==> src/rtl/wb_load_unit.sv <==
// Writeback stage: forwards ALU results to the register file and runs single-outstanding
// loads (request, wait, extract/extend) through the register file's only write port.
module wb_load_unit #(
  parameter int ADDR_WIDTH = 5,
  parameter int DATA_WIDTH = 32
) (
  input  logic                  clk,
  input  logic                  rst_n,
  input  logic                  in_valid,
  output logic                  in_ready,
  input  logic [ADDR_WIDTH-1:0] in_rd,
  input  logic                  in_wen,
  input  logic                  in_is_load,
  input  logic [2:0]            in_funct3,
  input  logic [DATA_WIDTH-1:0] in_result,
  output logic                  mem_req_valid,
  input  logic                  mem_req_ready,
  output logic [DATA_WIDTH-1:0] mem_req_addr,
  input  logic                  mem_resp_valid,
  input  logic [DATA_WIDTH-1:0] mem_rdata,
  output logic                  rf_wen,
  output logic [ADDR_WIDTH-1:0] rf_waddr,
  output logic [DATA_WIDTH-1:0] rf_wdata,
  output logic                  load_err,
  output logic                  busy
);

  typedef enum logic [1:0] {S_IDLE, S_REQ, S_WAIT} state_t;

  state_t                r_state;
  logic [ADDR_WIDTH-1:0] r_rd;
  logic [2:0]            r_funct3;
  logic [1:0]            r_off;
  logic                  r_wen;
  logic [DATA_WIDTH-1:0] r_addr;
  logic                  r_rf_wen;
  logic [ADDR_WIDTH-1:0] r_rf_waddr;
  logic [DATA_WIDTH-1:0] r_rf_wdata;
  logic                  r_load_err;

  logic                  w_accept;
  logic                  w_legal;
  logic                  w_aligned;
  logic [7:0]            w_byte;
  logic [15:0]           w_half;
  logic [DATA_WIDTH-1:0] w_load_data;

  assign w_accept = in_valid && (r_state == S_IDLE);

  always_comb begin
    w_legal   = 1'b0;
    w_aligned = 1'b0;
    case (in_funct3)
      3'b000, 3'b100: begin w_legal = 1'b1; w_aligned = 1'b1; end
      3'b001, 3'b101: begin w_legal = 1'b1; w_aligned = ~in_result[0]; end
      3'b010:         begin w_legal = 1'b1; w_aligned = (in_result[1:0] == 2'b00); end
      default:        begin w_legal = 1'b0; w_aligned = 1'b0; end
    endcase
  end

  // funct3[2] selects zero extension, funct3[1:0] the access size.
  always_comb begin
    w_byte      = mem_rdata[{r_off, 3'b000} +: 8];
    w_half      = mem_rdata[{r_off[1], 4'b0000} +: 16];
    w_load_data = mem_rdata;
    case (r_funct3[1:0])
      2'b00:   w_load_data = {{(DATA_WIDTH-8){w_byte[7] & ~r_funct3[2]}}, w_byte};
      2'b01:   w_load_data = {{(DATA_WIDTH-16){w_half[15] & ~r_funct3[2]}}, w_half};
      default: w_load_data = mem_rdata;
    endcase
  end

  always_ff @(posedge clk or negedge rst_n) begin
    if (!rst_n) begin
      r_state    <= S_IDLE;
      r_rd       <= '0;
      r_funct3   <= '0;
      r_off      <= '0;
      r_wen      <= 1'b0;
      r_addr     <= '0;
      r_rf_wen   <= 1'b0;
      r_rf_waddr <= '0;
      r_rf_wdata <= '0;
      r_load_err <= 1'b0;
    end else begin
      r_rf_wen   <= 1'b0;
      r_load_err <= 1'b0;
      case (r_state)
        S_IDLE: begin
          if (w_accept) begin
            if (!in_is_load) begin
              r_rf_wen   <= in_wen && (in_rd != '0);
              r_rf_waddr <= in_rd;
              r_rf_wdata <= in_result;
            end else if (!(w_legal && w_aligned)) begin
              r_load_err <= 1'b1;
            end else begin
              r_rd     <= in_rd;
              r_funct3 <= in_funct3;
              r_off    <= in_result[1:0];
              r_wen    <= in_wen;
              r_addr   <= {in_result[DATA_WIDTH-1:2], 2'b00};
              r_state  <= S_REQ;
            end
          end
        end
        S_REQ: begin
          if (mem_req_ready) r_state <= S_WAIT;
        end
        S_WAIT: begin
          if (mem_resp_valid) begin
            r_rf_wen   <= r_wen && (r_rd != '0);
            r_rf_waddr <= r_rd;
            r_rf_wdata <= w_load_data;
            r_state    <= S_IDLE;
          end
        end
        default: r_state <= S_IDLE;
      endcase
    end
  end

  assign in_ready      = (r_state == S_IDLE);
  assign busy          = (r_state != S_IDLE);
  assign mem_req_valid = (r_state == S_REQ);
  assign mem_req_addr  = r_addr;
  assign rf_wen        = r_rf_wen;
  assign rf_waddr      = r_rf_waddr;
  assign rf_wdata      = r_rf_wdata;
  assign load_err      = r_load_err;

endmodule

==> config.mk <==
export PLATFORM = sky130hd
export DESIGN_NAME = wb_load_unit
export DESIGN_NICKNAME = d
export VERILOG_FILES = /design/src/rtl/wb_load_unit.sv
export SDC_FILE = /design/constraint.sdc
export NUM_CORES = 1
export LEC_CHECK = 0
export ABC_AREA = 0
export CAP_MARGIN = 20
export CORE_UTILIZATION = 34
export CTS_CLUSTER_SIZE = 20
export DETAILED_ROUTE_END_ITERATION = 8
export GPL_TIMING_DRIVEN = 0
export RECOVER_POWER = 100
export SYNTH_ARGS = -nofsm -noshare
export SYNTH_HDL_FRONTEND = slang
export SYNTH_SLANG_ARGS = --single-unit
==> constraint.sdc <==
create_clock -name clk -period 1.9 [get_ports clk]
set_input_delay 0.38 -clock clk [delete_from_list [all_inputs] [get_ports clk]]
set_output_delay 0.38 -clock clk [all_outputs]
set_load 0.03 [all_outputs]
==> impl_results.md <==
* GRT Overall Usage at 21.3%
* Hpwl dp at 10.1 mm
* Launch point of the worst reg-to-reg path: r_off[1]
* CTS tree: done
* Cell variety after synth at 42
* Drt wl/cell at 18.1 um
* Drt initial violations at 135
* FMAX at roughly 540 MHz
* Top_reg_cell synth: dfrtp_1
* Die Wd at 114 um
* Drt total wl at 13.3 mm
* Mapped Area at 4230 um^2
* Die height at 114 um
* Status: finished, final reports clean
* Post-route cell area at 6270 um^2
* Internal power at 4920 uW
* Worst endpoint required time at between 2 and 2.5 ns
* CP Capture Type: flop
* Io pins at 153
* Via density at 5.08
* Setup TNS at 0 ns
* Port Buffers at 150
* Worst Max-Slew Pin Slew at 0.906 ns
* WP data arrival at approximately 2.1 ns
* CTS Sinks at 82
* Share of layout cells above drive strength 1 at 15.9%
* Reg power frac at approximately a third
* RSZ-0062 raised after global routing: false
* Critical path fanouts, max at 10
* Synth top area share at approximately 48%
* Routed Antenna Nets at 0
* Total leakage power at 0.00260 uW
* Post-synth top cells: 82 x dfrtp_1, 44 x nor2_1, 37 x mux2_2
* Hold_buf cts at 0
* Final Critical Period at 1.84 ns
* Placed Area at 5970 um^2
* First-pass GRT wire length at 20.5 mm
* Pins Over Slew Limit at 0
* Syn_area_per_cell at 10.7 um^2
* Antenna violations before repair at 0
* Share of flip-flops with an asynchronous set or reset at 100%
* Clock root buffer: clkbuf_16
* Crit path kind: in2reg
* # setup viols final at 0
* Util after Layout at between 50% and 60%
* Synth Instances at 396
* Core Region at between 10,000 and 15,000 um^2
* Worst-Skew Late Latency at 0.34 ns
* Worst R2R End: rf_wdata[14]
* Post-synth EDFFs at 0
* Logic pwr share at 45.2%
* Worst-case vdd ir drop at 0.583 mV
* Via Count at 3,720
* Setup crit start kind: primary input
* TritonCTS buffer count at 9
* Worst hold slack at 0.162 ns
* Largest net degree at the start of global routing at 49
* Power Total at 8060 uW
* Register area share after synthesis at 48.5%
* Num rows at 40
* Count leader, synth: dfrtp_1
* Endpoints failing hold at 0
* P&R area growth vs syn at 48.1%
* H-tree levels at 3
* Worst reg-to-reg path cell count at 6
* Hold Path Class: in2async
* Slew margin rel. at 39.6%
* Top area cells in the synthesized netlist: dfrtp_1 48%, mux2_2 9.8%, mux2i_1 4.3%
* Antenna cells at 0
* TritonRoute pass-1 iters at 4
* Clock transition at the registers of the reported paths at about 0.060 ns
* Final worst clock skew at 0.00457 ns
* Vias in the first global route at 3,781
* Die ar. at 12,900 um^2
* Yosys Warn Count at 0
* Drt drc at 0
* Reg2Reg Setup Slack at 0.10 ns
* Clock power share at approximately 22%
* FF+latch count, synth at 82
* Sw frac at 38.9%
* # nets final at 639
* Clk buf depth at 2
* Power Dens Cells at 1290 nW/um^2
* P_sw at about 3100 uW
* Total of max-cap violations at 0
* Cell taking the most area after synthesis: dfrtp_1
* GR Overflow Total at 0
* Initial Utilization at between 30% and 40%
* Placer Congestion at 0.840
* Tcrit/Tclk final at 97.1%
## area by class of cell
class	count	area, um^2
plain buffers	29	199
clock buffers	14	264
clock inverters	2	35.0
fillers	1155	5790
inverters	4	15.0
multi-input cells	282	1980
flip-flops and latches	82	2050
well taps	168	210
repair buffers	152	1510
## how the worst max path moves through the flow
stage	start	endpoint	depth (start not counted)
2_1_floorplan	r_state[1]	mem_req_addr[17]	5
3_5_place_dp	in_valid	rf_wdata[8]	5
5_1_grt	r_state[0]	rf_wdata[23]	6
3_3_place_gp	rst_n	rf_waddr[2]	1
4_1_cts	r_state[1]	mem_req_valid	4
6_report	in_result[0]	mem_req_addr[28]	6
## routing by layer
layer / track usage [%] / up-vias / routed length [um]
met2: 32.9 / 126 / 6120
met4: 11.4 / 0 / 357
met1: 27.8 / 1819 / 5990
met3: 5.05 / 19 / 795
li1: - / 1756 / -
met5: 0 / - / 0
## worst max-delay path, cell delays in order
cell	delay [ns]
clkdlybuf4s50_1	0.47
nor4_1	0.29
nor2_1	0.12
nand4b_4	0.24
buf_4	0.24
mux2_1	0.31
## metrics by stage
step                      instances  setup WS, ns
final                           733        0.0551
after global routing            733       0.00217
after CTS                       732        0.0384
after detailed placement        716        -0.464
after global placement          715         -2.66
after floorplan                 397         0.116
## timing repair
| item | CTS | global route |
|---|---|---|
| gates resized for setup | 17 | 6 |
| pin swaps | 1 | 1 |
| buffers inserted | 0 | 1 |
| cloned | 0 | 0 |
| setup endpoints to repair | 10 | 13 |
## cell usage in the layout, fill, tap and decap left out, types with 4 or more instances in the layout
cell type | netlist | routed
and4_1 | 8 | 8
clkbuf_1 | 5 | 10
buf_6 | 7 | 7
mux2_1 | 4 | 4
a31oi_1 | 6 | 6
dfrtp_1 | 82 | 81
a21oi_1 | 17 | 17
clkbuf_2 | 0 | 5
o221ai_1 | 7 | 7
a22o_1 | 8 | 8
a211oi_1 | 21 | 21
o21ai_0 | 10 | 10
clkdlybuf4s50_1 | 0 | 79
mux2_2 | 37 | 37
nor2b_1 | 20 | 18
clkbuf_16 | 0 | 9
nor3_1 | 16 | 17
inv_1 | 4 | 4
nand2_1 | 30 | 30
mux2i_1 | 18 | 18
nor2_1 | 44 | 44
buf_2 | 10 | 5
buf_4 | 5 | 8
dlygate4sd3_1 | 0 | 66
nand2b_1 | 10 | 10
## cell families after synthesis
group,count (synthesis),synth area share (%)
AND/OR/NAND/NOR,140,17.4
flip-flops,82,48.5
AO/OA/AOI/OAI,81,14.0
multiplexers,59,15.2
buffers and inverters,33,4.91
other,1,0.0886
## state kept, by name (all words and copies together) (netlist names)
register      flops
rf_waddr          5
r_wen             1
r_rd              5
load_err          1
rf_wen            1
r_state           2
r_funct3          3
r_off             2
rf_wdata         32
mem_req_addr     30
## power by group through the flow
stage	combinational (uW)	clock, uW	sequential, uW
2_1_floorplan	1200	0	3660
3_3_place_gp	3790	0	2660
3_5_place_dp	3840	0	2690
4_1_cts	3860	1830	2660
5_1_grt	3880	1900	2720
6_report	3640	1770	2640
No activity file was read; power rests on OpenSTA's default activity.
